--- src/rtl/config_chain_pkg.sv ---
// Shared types and helpers for the serial configuration chain loader.
package config_chain_pkg;

  typedef enum logic [1:0] {
    StIdle,
    StLoad,
    StRead,
    StFin
  } state_e;

  localparam logic ModeLoad = 1'b0;
  localparam logic ModeRead = 1'b1;

  function automatic int unsigned ceil_div(input int unsigned num, input int unsigned den);
    return (num + den - 1) / den;
  endfunction

endpackage

--- src/rtl/config_chain_loader.sv ---
// Host-side driver for the tile configuration chain: serial load of parallel words and
// non-destructive rotating readback packed back into words.
module config_chain_loader
  import config_chain_pkg::*;
#(
  parameter int unsigned CHAIN_LEN = 256,
  parameter int unsigned WORD_W    = 32
) (
  input  logic              clk,
  input  logic              reset,
  input  logic              start,
  input  logic              mode,
  input  logic              cfg_valid,
  input  logic [WORD_W-1:0] cfg_data,
  output logic              cfg_ready,
  output logic              rd_valid,
  output logic [WORD_W-1:0] rd_data,
  input  logic              rd_ready,
  output logic              config_en,
  output logic              config_in,
  input  logic              config_out,
  output logic              busy,
  output logic              done
);

  localparam int unsigned NWORDS   = ceil_div(CHAIN_LEN, WORD_W);
  localparam int unsigned LastBits = CHAIN_LEN - (NWORDS - 1) * WORD_W;
  localparam int unsigned BitW     = $clog2(CHAIN_LEN + 1);
  localparam int unsigned WordW    = $clog2(NWORDS + 1);
  localparam int unsigned BufW     = $clog2(WORD_W + 1);

  localparam logic [BitW-1:0]  BitLast  = BitW'(CHAIN_LEN - 1);
  localparam logic [BitW-1:0]  BitTerm  = BitW'(CHAIN_LEN);
  localparam logic [WordW-1:0] WordTerm = WordW'(NWORDS);
  localparam logic [WordW-1:0] WordLast = WordW'(NWORDS - 1);
  localparam logic [BufW-1:0]  BufFull  = BufW'(WORD_W);
  localparam logic [BufW-1:0]  BufTail  = BufW'(LastBits);
  localparam logic [BufW-1:0]  PackTop  = BufW'(WORD_W - 1);

  state_e            state;
  logic [BitW-1:0]   bit_cnt;
  logic [WordW-1:0]  word_cnt;
  logic [WORD_W-1:0] buf_data;
  logic [BufW-1:0]   buf_cnt;
  logic [WORD_W-1:0] pack_data;
  logic [BufW-1:0]   pack_cnt;

  logic              load_en;
  logic              read_en;
  logic              accept;
  logic              pack_done;
  logic [WORD_W-1:0] pack_word;

  assign busy      = (state != StIdle);
  assign load_en   = (state == StLoad) && (buf_cnt != '0);
  // Ready while the buffer is empty or draining its final bit, so back-to-back words never bubble.
  assign cfg_ready = (state == StLoad) && (buf_cnt <= BufW'(1)) && (word_cnt < WordTerm);
  assign accept    = cfg_valid && cfg_ready;
  assign read_en   = (state == StRead) && (!rd_valid || rd_ready) && (bit_cnt != BitTerm);
  assign config_en = load_en || read_en;
  assign config_in = (state == StLoad) ? buf_data[0] :
                     (state == StRead) ? config_out  : 1'b0;

  assign pack_word = pack_data | (WORD_W'(config_out) << pack_cnt);
  assign pack_done = read_en && ((pack_cnt == PackTop) || (bit_cnt == BitLast));

  always_ff @(posedge clk or negedge reset) begin
    if (!reset) begin
      state     <= StIdle;
      bit_cnt   <= '0;
      word_cnt  <= '0;
      buf_data  <= '0;
      buf_cnt   <= '0;
      pack_data <= '0;
      pack_cnt  <= '0;
      rd_valid  <= 1'b0;
      rd_data   <= '0;
      done      <= 1'b0;
    end else begin
      done <= 1'b0;
      unique case (state)
        StIdle: begin
          if (start) begin
            bit_cnt   <= '0;
            word_cnt  <= '0;
            buf_cnt   <= '0;
            pack_data <= '0;
            pack_cnt  <= '0;
            rd_valid  <= 1'b0;
            unique case (mode)
              ModeLoad: state <= StLoad;
              ModeRead: state <= StRead;
            endcase
          end
        end

        StLoad: begin
          if (accept) begin
            buf_data <= cfg_data;
            buf_cnt  <= (word_cnt == WordLast) ? BufTail : BufFull;
            word_cnt <= word_cnt + 1'b1;
          end else if (load_en) begin
            buf_data <= buf_data >> 1;
            buf_cnt  <= buf_cnt - 1'b1;
          end
          if (load_en) begin
            bit_cnt <= bit_cnt + 1'b1;
            if (bit_cnt == BitLast) begin
              state <= StFin;
              done  <= 1'b1;
            end
          end
        end

        StRead: begin
          if (rd_valid && rd_ready) begin
            rd_valid <= 1'b0;
          end
          if (read_en) begin
            bit_cnt <= bit_cnt + 1'b1;
            if (pack_done) begin
              rd_data   <= pack_word;
              rd_valid  <= 1'b1;
              pack_data <= '0;
              pack_cnt  <= '0;
              word_cnt  <= word_cnt + 1'b1;
            end else begin
              pack_data <= pack_word;
              pack_cnt  <= pack_cnt + 1'b1;
            end
          end
          // All bits rotated; leave once the final word has been taken.
          if ((bit_cnt == BitTerm) && rd_valid && rd_ready) begin
            state <= StFin;
            done  <= 1'b1;
          end
        end

        StFin: begin
          state <= StIdle;
        end

        default: begin
          state <= StIdle;
        end
      endcase
    end
  end

endmodule

--- config.mk ---
export PLATFORM = sky130hd
export DESIGN_NAME = config_chain_loader
export DESIGN_NICKNAME = d
export VERILOG_FILES = /design/src/rtl/config_chain_pkg.sv /design/src/rtl/config_chain_loader.sv
export SDC_FILE = /design/constraint.sdc
export NUM_CORES = 1
export LEC_CHECK = 0
export CAP_MARGIN = 5
export CORE_MARGIN = 5
export CORE_UTILIZATION = 56
export DETAILED_ROUTE_END_ITERATION = 8
export HOLD_SLACK_MARGIN = 0.12
export PLACE_DENSITY_LB_ADDON = 0.1
export SETUP_SLACK_MARGIN = 0.2
export SYNTH_ARGS = -nofsm -noshare
export SYNTH_HDL_FRONTEND = slang
export SYNTH_SLANG_ARGS = --single-unit
--- constraint.sdc ---
create_clock -name clk -period 5.05 [get_ports clk]
set_clock_uncertainty 0.1 [all_clocks]
set_input_delay 1.01 -clock clk [delete_from_list [all_inputs] [get_ports clk]]
set_output_delay 1.01 -clock clk [all_outputs]
set_load 0.02 [all_outputs]
# Word-level counts from Yosys, hierarchy flattened
# Index checks and enable logic that the tools add are counted.
# W data, S select, Z words.
op_classes:
  add_sub_neg: 4
  magnitude_cmp: 2
  eq_ne: 15
  shifts: 1
  mux: 39
  n_bitwise: 2
  reduce_logical: 29
op_table:
  columns: ["operator", "count"]
  rows:
  - ["$mux W32", 5]
  - ["$pmux W32 S2", 1]
  - ["$or A32 B32 Y32", 1]
  - ["$shl A1 B6 Y32", 1]
  - ["$mux W6", 5]
  - ["$mux W9", 3]
  - ["$pmux W9 S3", 1]
  - ["$pmux W6 S2", 2]
  - ["$mux W4", 4]
  - ["$pmux W4 S3", 1]
  - ["$logic_and A1 B1 Y1", 10]
  - ["$ne A2 B2 Y1 const B", 5]
  - ["$add A9 B1 Y9 const B", 1]
  - ["$eq A9 B8 Y1 const B", 1]
  - ["$eq A9 B9 Y1 const B", 1]
  - ["$mux W1", 9]
  - ["$ne A9 B9 Y1 const B", 1]
  - ["$reduce_and A3 Y1", 3]
  - ["$mux W2", 4]
  - ["$pmux W2 S4", 1]
  - ["$reduce_and A4 Y1", 2]
  - ["$reduce_bool A2 Y1", 4]
  - ["$add A6 B1 Y6 const B", 1]
  - ["$eq A6 B5 Y1 const B", 1]
  - ["18 further kinds", 24]
totals:
  ff_bits: 125
  input_bits: 39
  out_inout_bits: 38
  elab_cells: 102

# Depth between registers and ports, before layout
logic_depth:
  word_depth: 8
  mapped_depth: 12
  ltp_nobuf: 10

# Worst setup path before layout
# No wires, ideal clock.
synth_timing:
  path_type: "register to output"
  from: "reg buf_cnt[2]"
  to: "out config_en"
  t_arrival_ns: 1.708
  required_time_ns: 3.940
  slack_ns: 2.232
  path_stages_with_launch: 5
  path_buffers: 1
  cell_sequence: "dfrtp_1 -> or4_1 -> buf_2 -> o21ai_1 -> o21ai_0"
synth_between:
  elab_chain_cells: 3
synth_lines:
  columns: ["element", "line", "rtl"]
  rows:
  - ["start: declaration", "config_chain_loader.sv:44", "logic [BufW-1:0] buf_cnt;"]
  - ["start signal: assignment", "config_chain_loader.sv:100", "buf_cnt <= (word_cnt == WordLast) ? BufTail : BufFull;"]
  - ["start signal: assignment", "config_chain_loader.sv:104", "buf_cnt <= buf_cnt - 1'b1;"]
  - ["$reduce_bool A6 Y1", "config_chain_loader.sv:55", "assign load_en = (state == StLoad) && (buf_cnt != '0);"]
  - ["$logic_and A1 B1 Y1", "config_chain_loader.sv:55", null]
  - ["$logic_or A1 B1 Y1", "config_chain_loader.sv:60", "assign config_en = load_en || read_en;"]
  - ["end: declaration", "config_chain_loader.sv:19", "output logic config_en,"]
# No other way between the ends.

# Final worst setup path
# Same ends and word-level chain as after synthesis.

==> impl_metrics.toml <==
[grt]
grt_pass1_wl_um = 22180
gr-total-overflow = 0
grt_max_degree = 67
grt_use_met1_pct = 28.78
antenna_found_initial = 0
busiest_layer = "met2"
grt.total_usage_pct = 21.37
use_met2_pct = 34.44
grt_util_met3_pct = 5.283
grt_pass1_vias = 4683

[placed_design]
io_buffers = 76
gp_congestion = 0.8548
dp_hpwl_um = 8667
dp_worst_setup_slack_ps = 1367
dpl.cell_count = 803

[timing]
tightest_slew_ps = 1168
min_period_over_period_pct = 79.33
maxSlewHeadroom_pct = 21.38
finalSetupViolCount = 0
max_freq_mhz = 249.6
slew_viol_final = 0
hold_viol = 0
setup_tns_ps = 0
layout_setup_ws_ps = 1044
fin_crit_ps = 4006
rsz0062_at_grt = "no"

[clocking]
cts_resized = 0
cts_inserted_buffers = 17
root_buffer = "clkbuf_8"
clk_path_buf_depth = 2
cts_setup_buffers = 0
insertion_delay_ps = 510
cts_sinks = 125
hold_buffers = 0
cts_tree = "built"
htree_levels = 4
cts.clk_slew.worst_paths_ps = 60

[setup_path]
critPathArrivalTime_ps = 2900
crit_path_max_fanout = 7
r2r_end = "buf_data[7]$_DFFE_PN0P_"
path_cells = "or4_1 -> o21ai_1 -> o21ai_0 -> clkdlybuf4s50_1"
cp.required_ps = 3940
crit_family = "simple AND/OR/NAND/NOR gates"
path_buf_inv = 1
end_kind = "primary output"
rrSetupSlack_ps = 1740
r2r_start = "buf_cnt[2]$_DFFE_PN0P_"
slowest_delay_ps = 690
r2r_cells = 5
start_kind = "flop"
cp_slowest_cell = "or4_1"
critPathKind = "flop to primary output"

[finish]
n_antenna_cell = 0
finalNetCount = 737
num-fill-cells = 777
stdcell_count = 834
drive_gt1_share_pct = 6.160
syn2layout_area_growth_pct = 22.80

[synth]
synth.area.top_cells = "dfrtp_1, a21oi_1, mux2i_1"
yosysUniqueCellTypes = 42
yosysWarningCount = 0
synth_edf_count = 0
ys_ff_latch = 125
yosysTopAreaCellShare_pct = 52.98
synth.most_common_cell = "dfrtp_1"
postSynthAreaPerCell_um2 = 9.417
yosysSeqAreaShare_pct = 52.98
synthFlopType = "dfrtp_1"
syn_area_um2 = 5904
synth_largest_area_cell = "dfrtp_1"
syn-num-nets = 678
async_reset_ff_share_pct = 100.0
synthTopCellsByCount = "dfrtp_1, nor2_1, a21oi_1"
syn_inst = 627

[hold_path]
min_from = "rd_data[13]$_DFFE_PN0P_"
hp-class = "flop to flop"
hold_path_depth = 2
hold-path-endpoint = "rd_data[13]$_DFFE_PN0P_"

[route]
first_pass_iters = 5
finalWirelength_um = 12960
detail-route-antenna-nets = 0
num_vias = 4805
viasPerCell = 5.761
wl_per_cell_um = 15.54
drtIter0Drc = 288
drc = 0

[floorplan]
coreArea_um2 = 10320
rows = 37
io_pins = 77
die-area_um2 = 12700
die_x_um = 112.7
fp.dieH_um = 112.7
start_util_pct = 57.19

[pwr]
design_power_total_mw = 3.703
power.density_nw_per_um2 = 510.8
peakVddDrop_v = 0.0003076
leakage_nw = 3.288

[run_status]
outcome = "finished clean"

[run]
max-cap-violations = 0
[state kept, by name, indices dropped and copies added, names as in the netlist]
| name | count |
|---|---|
| pack_cnt | 6 |
| state | 2 |
| word_cnt | 4 |
| pack_data | 32 |
| buf_data | 32 |
| buf_cnt | 6 |
| bit_cnt | 9 |
| rd_data | 32 |
| done | 1 |
| rd_valid | 1 |
[report_power, final]
group / total [mW] / internal, mW / leakage [nW] / switching, mW
clock: 1.15 / 0.699 / 0.274 / 0.452
combinational: 1.23 / 0.434 / 1.41 / 0.792
sequential: 1.33 / 1.19 / 1.60 / 0.138
[worst register-to-register path: stages (launching register included)]
cell     delay, ps
dfrtp_1        440
or4_1          690
or4_4          830
nand2_2        850
nor2_1         130
a21oi_1        180
[worst max path at each step]
stage	start	to	slack, ps	cells past startpoint
floorplan	buf_cnt[2]$_DFFE_PN0P_	config_en	2230	4
global placement	cfg_valid	buf_data[31]$_DFFE_PN0P_	1420	5
detailed placement	cfg_valid	buf_data[31]$_DFFE_PN0P_	1370	5
CTS	buf_cnt[2]$_DFFE_PN0P_	config_en	1060	4
global route	buf_cnt[2]$_DFFE_PN0P_	config_en	970	4
finish	buf_cnt[2]$_DFFE_PN0P_	config_en	1040	4
[per-stage QoR]
stage	util [%]	hold slack [ps]	instance area (um2)
after floorplan	-	363.0	5904
after global placement	64.79	359.6	6689
after detailed placement	64.79	369.6	6689
after CTS	70.23	383.0	7251
after global routing	70.23	404.8	7251
final	70.23	374.5	7251
[logic make-up after synthesis]
group	share of synthesized area, %
AOI/OAI and AO/OA	18.56
muxes	5.594
DFF	52.98
adders and majority gates	2.543
buffers and inverters	4.556
and+or+nand+nor	15.77
[area by class of cell]
type / count / area [um2] / area share (%)
Clock buffer: 17 / 414.1 / 5.712
Tap cell: 136 / 170.2 / 2.347
Clock inverter: 14 / 147.6 / 2.036
Multi-Input combinational cell: 440 / 2516 / 34.70
Inverter: 21 / 78.83 / 1.087
Timing Repair Buffer: 81 / 795.8 / 10.97
Sequential cell: 125 / 3128 / 43.14
[routing by layer]
layer / vias to the layer above / share of wire (%)
met5: - / 0
met4: 0 / 1.6
met3: 18 / 6.1
met2: 158 / 49
met1: 2300 / 44
li1: 2329 / -
[layout by cell type, fill, tap and decap left out, types with 8 or more instances in the layout]
master / n
dfrtp_1: 125
nor2_1: 81
clkdlybuf4s50_1: 75
a21oi_1: 69
nand2_1: 65
o21ai_0: 54
mux2i_1: 33
a31oi_1: 29
inv_1: 21
clkbuf_16: 16
ha_1: 12
and3_1: 10
nand3_1: 10
nor2b_1: 8
(Power assumes the default switching activity.)
